### src/rtl/note_sequencer_if.sv
// Host/tone-generator side bundle of the melody sequencer: table write port,
// playback control, and the registered playback outputs.
interface note_sequencer_if;
    logic       wr_en;
    logic [3:0] wr_addr;
    logic [2:0] wr_note;
    logic [7:0] wr_dur;
    logic       start;
    logic       stop;
    logic [4:0] len;
    logic [2:0] note;
    logic       busy;
    logic       done;
    logic [3:0] step;

    modport master (
        output wr_en, wr_addr, wr_note, wr_dur, start, stop, len,
        input  note, busy, done, step
    );

    modport slave (
        input  wr_en, wr_addr, wr_note, wr_dur, start, stop, len,
        output note, busy, done, step
    );
endinterface

### src/rtl/note_sequencer.sv
// Steps through a 16-entry (note, duration) table and drives the tone generator's note code.
// Optional NOTE_GAP_EN inserts GAP_TICKS ticks of silence between consecutive entries.
module note_sequencer #(
    parameter int CLK_HZ    = 50000000,
    parameter int TICK_HZ   = 100,
    parameter int GAP_TICKS = 2
) (
    input  logic             clk,
    input  logic             rst,
    note_sequencer_if.slave  bus
);
    localparam int P     = CLK_HZ / TICK_HZ;
    localparam int PRE_W = (P > 1) ? $clog2(P) : 1;
    localparam logic [PRE_W-1:0] PRE_MAX = PRE_W'(P - 1);
`ifdef NOTE_GAP_EN
    localparam int GAP_CYC = GAP_TICKS * P;
    localparam int GAP_W   = (GAP_CYC > 1) ? $clog2(GAP_CYC) : 1;
    localparam logic [GAP_W-1:0] GAP_MAX = GAP_W'(GAP_CYC - 1);
`endif

    typedef enum logic [1:0] {
        S_IDLE = 2'd0,
        S_LOAD = 2'd1,
        S_PLAY = 2'd2
`ifdef NOTE_GAP_EN
        , S_GAP = 2'd3
`endif
    } state_t;

    logic [10:0]      table_r [16];
    state_t           state_r;
    logic [2:0]       note_r;
    logic             busy_r;
    logic             done_r;
    logic [3:0]       step_r;
    logic [4:0]       len_r;
    logic [7:0]       dur_cnt_r;
    logic [PRE_W-1:0] pre_r;
`ifdef NOTE_GAP_EN
    logic [GAP_W-1:0] gap_r;
`endif

    logic [10:0] entry_s;
    logic        last_s;
    logic        len_ok_s;
    logic [3:0]  next_step_s;

    // Melody table write port; deliberately outside reset so contents survive rst.
    always_ff @(posedge clk) begin
        if (bus.wr_en) begin
            table_r[bus.wr_addr] <= {bus.wr_note, bus.wr_dur};
        end
    end

    // Current entry read and end-of-melody / start-acceptance decode.
    always_comb begin
        entry_s     = table_r[step_r];
        last_s      = (({1'b0, step_r}) + 5'd1) == len_r;
        len_ok_s    = (bus.len != 5'd0) && (bus.len <= 5'd16);
        next_step_s = step_r + 4'd1;
    end

    // Playback FSM; step_r doubles as the entry index. Completion and advance
    // are resolved on the same edge that ends an entry, so there is no NEXT state.
    always_ff @(posedge clk or posedge rst) begin
        if (rst) begin
            state_r   <= S_IDLE;
            note_r    <= 3'd0;
            busy_r    <= 1'b0;
            done_r    <= 1'b0;
            step_r    <= 4'd0;
            len_r     <= 5'd0;
            dur_cnt_r <= 8'd0;
            pre_r     <= '0;
`ifdef NOTE_GAP_EN
            gap_r     <= '0;
`endif
        end else begin
            done_r <= 1'b0;
            if ((state_r != S_IDLE) && bus.stop) begin
                state_r <= S_IDLE;
                note_r  <= 3'd0;
                busy_r  <= 1'b0;
            end else begin
                case (state_r)
                    S_IDLE: begin
                        note_r <= 3'd0;
                        if (bus.start && !bus.stop && len_ok_s) begin
                            len_r   <= bus.len;
                            step_r  <= 4'd0;
                            busy_r  <= 1'b1;
                            state_r <= S_LOAD;
                        end
                    end
                    S_LOAD: begin
                        if (entry_s[7:0] == 8'd0) begin
                            if (last_s) begin
                                state_r <= S_IDLE;
                                busy_r  <= 1'b0;
                                done_r  <= 1'b1;
                            end else begin
                                step_r  <= next_step_s;
                            end
                        end else begin
                            note_r    <= entry_s[10:8];
                            dur_cnt_r <= entry_s[7:0];
                            pre_r     <= '0;
                            state_r   <= S_PLAY;
                        end
                    end
                    S_PLAY: begin
                        if (pre_r == PRE_MAX) begin
                            pre_r <= '0;
                            if (dur_cnt_r == 8'd1) begin
                                note_r <= 3'd0;
                                if (last_s) begin
                                    state_r <= S_IDLE;
                                    busy_r  <= 1'b0;
                                    done_r  <= 1'b1;
                                end else begin
`ifdef NOTE_GAP_EN
                                    gap_r   <= '0;
                                    state_r <= S_GAP;
`else
                                    step_r  <= next_step_s;
                                    state_r <= S_LOAD;
`endif
                                end
                            end else begin
                                dur_cnt_r <= dur_cnt_r - 8'd1;
                            end
                        end else begin
                            pre_r <= pre_r + 1'b1;
                        end
                    end
`ifdef NOTE_GAP_EN
                    // Gap is only entered when another entry follows, so it always advances.
                    S_GAP: begin
                        note_r <= 3'd0;
                        if (gap_r == GAP_MAX) begin
                            step_r  <= next_step_s;
                            state_r <= S_LOAD;
                        end else begin
                            gap_r <= gap_r + 1'b1;
                        end
                    end
`endif
                    default: begin
                        state_r <= S_IDLE;
                        note_r  <= 3'd0;
                        busy_r  <= 1'b0;
                    end
                endcase
            end
        end
    end

    assign bus.note = note_r;
    assign bus.busy = busy_r;
    assign bus.done = done_r;
    assign bus.step = step_r;
endmodule

### src/flat_wrapper.sv
// flat-port wrapper written by rule: the top's interface ports become plain ports
module note_sequencer_flat 
#(
    parameter int CLK_HZ    = 50000000,
    parameter int TICK_HZ   = 100,
    parameter int GAP_TICKS = 2
)
  (clk, rst, bus_wr_en, bus_wr_addr, bus_wr_note, bus_wr_dur, bus_start, bus_stop, bus_len, bus_note, bus_busy, bus_done, bus_step);
  note_sequencer_if bus_i ();
  input  logic clk;
  input  logic rst;
  input wire logic [$bits(bus_i.wr_en)-1:0] bus_wr_en;
  input wire logic [$bits(bus_i.wr_addr)-1:0] bus_wr_addr;
  input wire logic [$bits(bus_i.wr_note)-1:0] bus_wr_note;
  input wire logic [$bits(bus_i.wr_dur)-1:0] bus_wr_dur;
  input wire logic [$bits(bus_i.start)-1:0] bus_start;
  input wire logic [$bits(bus_i.stop)-1:0] bus_stop;
  input wire logic [$bits(bus_i.len)-1:0] bus_len;
  output wire logic [$bits(bus_i.note)-1:0] bus_note;
  output wire logic [$bits(bus_i.busy)-1:0] bus_busy;
  output wire logic [$bits(bus_i.done)-1:0] bus_done;
  output wire logic [$bits(bus_i.step)-1:0] bus_step;
  assign bus_i.wr_en = bus_wr_en;
  assign bus_i.wr_addr = bus_wr_addr;
  assign bus_i.wr_note = bus_wr_note;
  assign bus_i.wr_dur = bus_wr_dur;
  assign bus_i.start = bus_start;
  assign bus_i.stop = bus_stop;
  assign bus_i.len = bus_len;
  assign bus_note = bus_i.note;
  assign bus_busy = bus_i.busy;
  assign bus_done = bus_i.done;
  assign bus_step = bus_i.step;
  note_sequencer #(.CLK_HZ(CLK_HZ), .TICK_HZ(TICK_HZ), .GAP_TICKS(GAP_TICKS)) u_core (.clk(clk), .rst(rst), .bus(bus_i));
endmodule
### config.mk
export PLATFORM = sky130hd
export DESIGN_NAME = note_sequencer_flat
export DESIGN_NICKNAME = d
export VERILOG_FILES = /design/src/rtl/note_sequencer_if.sv /design/src/rtl/note_sequencer.sv /design/src/flat_wrapper.sv
export SDC_FILE = /design/constraint.sdc
export NUM_CORES = 1
export LEC_CHECK = 0
export ABC_AREA = 0
export ABC_CLOCK_PERIOD_IN_PS = 2750
export BUFFER_PORTS_ARGS = -buffer_cell sky130_fd_sc_hd__buf_2
export CORE_MARGIN = 2
export CORE_UTILIZATION = 56
export CTS_CLUSTER_SIZE = 40
export DETAILED_ROUTE_END_ITERATION = 8
export PLACE_DENSITY = 0.86
export SLEW_MARGIN = 15
export SYNTH_ARGS = -nofsm -noshare
export SYNTH_HDL_FRONTEND = slang
export SYNTH_SLANG_ARGS = --single-unit
### constraint.sdc
create_clock -name clk -period 2.75 [get_ports clk]
set_clock_uncertainty 0.15 [all_clocks]
set_input_delay 0.275 -clock clk [delete_from_list [all_inputs] [get_ports clk]]
set_output_delay 0.275 -clock clk [all_outputs]
set_load 0.02 [all_outputs]
=== Word level (Yosys, flattened, before mapping) ===
Memories as Yosys holds them, arrays and structs flattened.
Cells that the tools add are included.

* Shift-type cells: 0
* Div/mod/pow operators: 0
* $mul: 0
* Reductions and logical operators: 18
* $lt $le $gt $ge: 1
* Equality and inequality tests: 17
* Multiplexer cells: 41
* Add/sub/neg operators: 4
* Bitwise gates (word level): 1

{| class="wikitable"
|+ Operators by type and width
! operator !! number
|-
| 19-bit 2-to-1 mux || 2
|-
| 19-bit one-hot mux with 2 select lines || 1
|-
| 8-bit 2-to-1 mux || 3
|-
| 4-bit 2-to-1 mux || 5
|-
| 19-bit by 1-bit adder with 19-bit output (second input constant) || 1
|-
| 19-bit equality test (second input constant) || 1
|-
| 8-bit one-hot mux with 2 select lines || 1
|-
| 1-bit 2-to-1 mux || 14
|-
| 2-bit 2-to-1 mux || 6
|-
| 3-bit 2-to-1 mux || 4
|-
| 3-bit by 1-bit != test with 1-bit output (second input constant) || 4
|-
| 4-bit one-hot mux with 3 select lines || 1
|-
| 3-bit AND reduction || 3
|-
| 8-bit by 1-bit equality test with 1-bit output (second input constant) || 1
|-
| 8-bit zero test || 1
|-
| 2-bit by 1-bit != test with 1-bit output (second input constant) || 4
|-
| 4-bit AND reduction || 2
|-
| 8-bit by 1-bit subtractor with 8-bit output (second input constant) || 1
|-
| 2-bit one-hot mux with 3 select lines || 1
|-
| 3-bit one-hot mux with 2 select lines || 1
|-
| 6-bit AND reduction || 1
|-
| 4-bit by 1-bit adder with 5-bit output (second input constant) || 1
|-
| 5-bit equality test || 1
|-
| 5-bit <= comparator (second input constant) || 1
|-
| other kinds (16) || 21
|}

* Bits in writable memories: 176
* Bits in latches: 0
* Memories kept: 1
* ROM bits: 0
* Flip-flop bits (word level): 43
* Output and inout port bits: 9

{| class="wikitable"
|+ Memory list
! name !! words !! bits a word !! rd ports !! clocked after memory_dff !! wr ports !! line !! text
|-
| u_core.table_r || 16 || 11 || 1 || 0 || 1 || note_sequencer.sv:30 || <nowiki>logic [10:0] table_r [16];</nowiki>
|}

=== Depth between registers and ports, before layout ===
* Depth in word-level cells: 7
* Depth in mapped cells: 13
* Mapped depth without buffers: 9

=== Worst setup path after synthesis ===
OpenSTA, ideal clock, no wires.

* Path type: register to register
* Start point: register u_core.step_r[0], in the netlist u_core.bus.step[0]
* End point: register u_core.busy_r, in the netlist u_core.bus.busy
* Arrival time: 2,775 ps
* Stages on the path, launching flop included: 9
* Path slack: -303 ps
* Period minus slack after synthesis: 3,053 ps
* Cells stage by stage: dfrtp_1 buf_6 buf_12 mux4_2 mux4_2 nand3b_4 o41ai_2 nand3b_1 mux2_1

* Cells in the longest elaborated chain, start to end: 7
* Elaborated cells on any way between the ends: 12
* Classes of those cells: add/sub: 1; eq/ne: 2; mux: 6; reduce/logical: 2; memory: 1

{| class="wikitable"
|+ Ends and longest elaborated chain
! element !! line !! text
|-
| start: declaration || note_sequencer.sv:35 || <nowiki>logic [3:0] step_r;</nowiki>
|-
| start signal: assignment || note_sequencer.sv:102 || <nowiki>step_r <= next_step_s;</nowiki>
|-
| start signal: assignment || note_sequencer.sv:125 || <nowiki>step_r <= next_step_s;</nowiki>
|-
| 4-bit by 1-bit adder with 5-bit output || note_sequencer.sv:58 || <nowiki>last_s = (({1'b0, step_r}) + 5'd1) == len_r;</nowiki>
|-
| 5-bit equality test || note_sequencer.sv:58 ||
|-
| 1-bit 2-to-1 mux (3 in series) || n/a ||
|-
| 1-bit one-hot mux with 3 select lines || n/a ||
|-
| 1-bit 2-to-1 mux || n/a ||
|-
| end signal: assignment || note_sequencer.sv:69 || <nowiki>busy_r <= 1'b0;</nowiki>
|-
| end signal: assignment || note_sequencer.sv:83 || <nowiki>busy_r <= 1'b0;</nowiki>
|-
| end signal: assignment || note_sequencer.sv:91 || <nowiki>busy_r <= 1'b1;</nowiki>
|-
| end: declaration || note_sequencer.sv:33 || <nowiki>logic busy_r;</nowiki>
|}

Parallel ways exist; a longest one is shown, timed or not. The select of a mux whose other input is x is not followed.
A chain may end at the register's enable or synchronous reset.

=== Worst setup path after layout ===
* Start point: register u_core.step_r[0], in the netlist u_core.bus.step[0]
* End point: register u_core.step_r[0], in the netlist u_core.bus.step[0]

* Cells in the longest elaborated chain, start to end: 6
* Elaborated cells on any way between the ends: 12
* Classes of those cells: add/sub: 2; eq/ne: 2; mux: 5; reduce/logical: 2; memory: 1

{| class="wikitable"
|+ Ends and longest elaborated chain
! element !! line !! text
|-
| 4-bit by 1-bit adder with 5-bit output || note_sequencer.sv:58 ||
|-
| 5-bit equality test || note_sequencer.sv:58 ||
|-
| 4-bit 2-to-1 mux || note_sequencer.sv:97, note_sequencer.sv:116 ||
|-
| 4-bit 2-to-1 mux || note_sequencer.sv:114 || <nowiki>if (dur_cnt_r == 8'd1) begin</nowiki>
|-
| 4-bit 2-to-1 mux || note_sequencer.sv:112 || <nowiki>if (pre_r == PRE_MAX) begin</nowiki>
|-
| 4-bit one-hot mux with 3 select lines || note_sequencer.sv:85 || <nowiki>case (state_r)</nowiki>
|}

Parallel ways exist; a longest one is shown, timed or not. The select of a mux whose other input is x is not followed.

==> impl_metrics.env <==
export IMPL_outcome="finished with violations"
export IMPL_violations="setup timing"
export IMPL_fin_crit_sh=1.18
export IMPL_grt_ovfl_total=0
export IMPL_rows=47
export IMPL_postPlaceCellArea_sq_um=10500
export IMPL_hold_violations=0
export IMPL_synth_seq_area_share=0.663
export IMPL_arrival_ns=3.50
export IMPL_slew_viol_final=0
export IMPL_cts_buffer_depth=3
export IMPL_diodes=0
export IMPL_finalWirelength_mm=25.9
export IMPL_slew_headroom=0.455
export IMPL_yosys_warnings=0
export IMPL_die_y_um=135
export IMPL_track_usage=0.286
export IMPL_post_drt_wl_per_cell_um=26.4
export IMPL_path_max_fanout=5
export IMPL_n_fill_cell=934
export IMPL_clock_root_buffer="clkbuf_16"
export IMPL_ys_ff_latch=219
export IMPL_synth_edff_count=176
export IMPL_initial_core_util=0.576
export IMPL_io_buffers=33
export IMPL_postRouteAntennaNets=0
export IMPL_regArea_sq_um=6360
export IMPL_hold_path_class="input pin to register"
export IMPL_fin_ws_ns=-0.490
export IMPL_core_area_sq_um=16600
export IMPL_p_leak_nw=4.29
export IMPL_ios=34
export IMPL_cts_tree="yes"
export IMPL_setup_tns_ns=-12.28
export IMPL_vias=6580
export IMPL_total_power_w=0.0116
export IMPL_clk_latency_ns=0.53
export IMPL_gp_congestion=0.857
export IMPL_cp_required_ns=3.01
export IMPL_final_nets=780
export IMPL_synth_area_sq_um=9590
export IMPL_firstDrtPassIters=5
export IMPL_dieArea_sq_um=18200
export IMPL_drc_errors=0
export IMPL_ir_drop_uv=641
export IMPL_drv_cap=0
export IMPL_syn_area_per_cell_sq_um=15.6
export IMPL_min_period_ns=3.24
export IMPL_critPathKind="register to register"
export IMPL_viasPerCell=6.71
export IMPL_numCtsBuffers=22
export IMPL_dpl_hpwl_mm=14.4
export IMPL_ys_flop_type="edfxtp_1"
export IMPL_postSynthCellCount=614
export IMPL_fmax_ghz=0.309
export IMPL_path_clk_slew_ns=0.06
export IMPL_critPathCaptureType="register"
export IMPL_synthArstFlopShare=0.196
export IMPL_die_x_um=135
export IMPL_htree_levels=1
export IMPL_syn_to_final_growth_pct=24.0
export IMPL_multi_input_area_sq_um=3320
export IMPL_cts_sinks=219
export IMPL_drt_iter0_markers=751
export IMPL_grt_pass1_vias=6682
export IMPL_hold_depth=4
export IMPL_grt_pass1_wl_mm=38.6
export IMPL_synth_cell_types=72
export IMPL_rsz0062_at_grt="true"
export IMPL_ff2ff_path_depth=9
export IMPL_tightest_slew_ns=0.815
export IMPL_setup_viol=38
export IMPL_final_area_sq_um=11900
export IMPL_crit_path_start_kind="register"
export IMPL_synth_nets=647
export IMPL_p_per_area_nw_per_um2=979
export IMPL_drive_above_1_share=0.353
export IMPL_grt_max_degree=44
export IMPL_antenna_found_initial=0
sequential cells by signal (all words and copies together) (netlist names):
| register | cells |
|---|---|
| u_core.table_r | 176 |
| u_core.pre_r | 19 |
| u_core.state_r | 2 |
| u_core.bus.busy | 1 |
| u_core.dur_cnt_r | 8 |
| u_core.bus.done | 1 |
| u_core.bus.step | 4 |
| u_core.bus.note | 3 |
| u_core.len_r | 5 |
report_power, final:
group          leakage [nW]  total [W]  internal, W  switching [W]
combinational          1.78    0.00454      0.00208        0.00246
sequential             2.15    0.00404      0.00382       0.000218
clock                 0.359    0.00307      0.00178        0.00129
kinds of logic after synthesis:
kind of cell / share of synthesized area
buffers and inverters: 0.0262
DFF: 0.663
and+or+nand+nor: 0.0894
muxes: 0.121
xor gates and xnor gates: 0.00274
adders and majority gates: 0.0104
AOI/OAI and AO/OA: 0.0865
synth_stat cells (12+ instances only):
cell      number  share of area
nand3_1       15         0.0078
mux4_2        33          0.078
inv_1         15         0.0059
mux2i_1       18          0.019
o21ai_0       14         0.0073
o31ai_1       24          0.019
edfxtp_1     176           0.55
nor2_1        31          0.012
nor3_1        12         0.0063
nand2_1       31          0.012
dfrtp_1       43           0.11
clkbuf_1      14         0.0055
cell usage in the layout (no fill, tap or decap), types with 4 or more instances in the layout:
master,count
a21oi_1,10
a221oi_2,7
a22oi_2,5
a31oi_1,7
and3_1,6
buf_12,6
buf_2,33
buf_4,75
buf_6,7
clkbuf_16,22
clkinv_1,5
dfrtp_1,42
dlygate4sd3_1,17
edfxtp_1,176
ha_1,8
inv_1,15
mux2_2,9
mux2i_1,18
mux4_2,35
nand2_1,31
nand2b_1,10
nand3_1,14
nand3b_1,8
nor2_1,28
nor2b_1,7
nor3_2,9
o21ai_0,4
o21ai_1,15
o21ai_2,5
o22ai_1,5
o31ai_1,9
o31ai_2,9
o31ai_4,6
cell type report:
type	count	share of cell area
inverters	15	0.00473
clock inverters	13	0.0135
clock buffers	25	0.0481
repair buffers	141	0.0960
multi-input cells	348	0.279
well taps	220	0.0231
flip-flops and latches	219	0.535
critical path, cell delays in order (launching register included):
cell	delay, ns
dfrtp_4	0.47
buf_8	0.14
buf_4	0.11
mux4_1	0.54
nand3_1	0.15
nand3_2	0.11
or3_4	0.48
o41ai_4	0.45
o211ai_1	0.21
mux2_4	0.31
routing by layer:
| layer | GRT usage | up-vias | share of wire | wire [um] |
|---|---|---|---|---|
| li1 | - | 2717 | - | - |
| met1 | 0.365 | 3273 | 0.35 | 9090 |
| met2 | 0.487 | 474 | 0.51 | 13100 |
| met3 | 0.0435 | 116 | 0.091 | 2360 |
| met4 | 0.130 | 0 | 0.052 | 1340 |
| met5 | 0 | - | 0 | 0 |
repair_timing:
| item | 4_1_cts | 5_1_grt |
|---|---|---|
| pin swaps | 26 | 2 |
| resized for setup | 57 | 16 |
| hold buffers | 17 | 0 |
| gates cloned | 1 | 0 |
| setup endpoints to repair | 38 | 38 |
| buffers inserted | 15 | 3 |
| hold endpoints to repair | 219 | 0 |
worst paths after layout:
kind                                       end                start  slack, ns
max in group asynchronous   u_core.bus.step[0]                  rst       1.72
hold / removal              u_core.bus.note[1]             bus_stop       0.16
setup / recovery            u_core.bus.step[0]   u_core.bus.step[0]      -0.49
min in group asynchronous      u_core.pre_r[4]                  rst       0.30
setup reg to reg            u_core.bus.step[0]   u_core.bus.step[0]      -0.49
hold reg to reg            u_core.dur_cnt_r[4]  u_core.dur_cnt_r[4]       0.37
metrics by stage:
step | cells | setup WS [ns] | utilization | hold WS [ns]
global placement | 908 | -0.287 | 0.634 | 0.288
detailed placement | 908 | -0.430 | 0.634 | 0.301
global route | 981 | -0.553 | 0.715 | 0.172
CTS | 979 | -0.385 | 0.711 | 0.161
floorplan | 614 | -0.252 | - | 0.224
finish | 981 | -0.490 | 0.715 | 0.160
No activity file was read; power rests on OpenSTA's default activity.
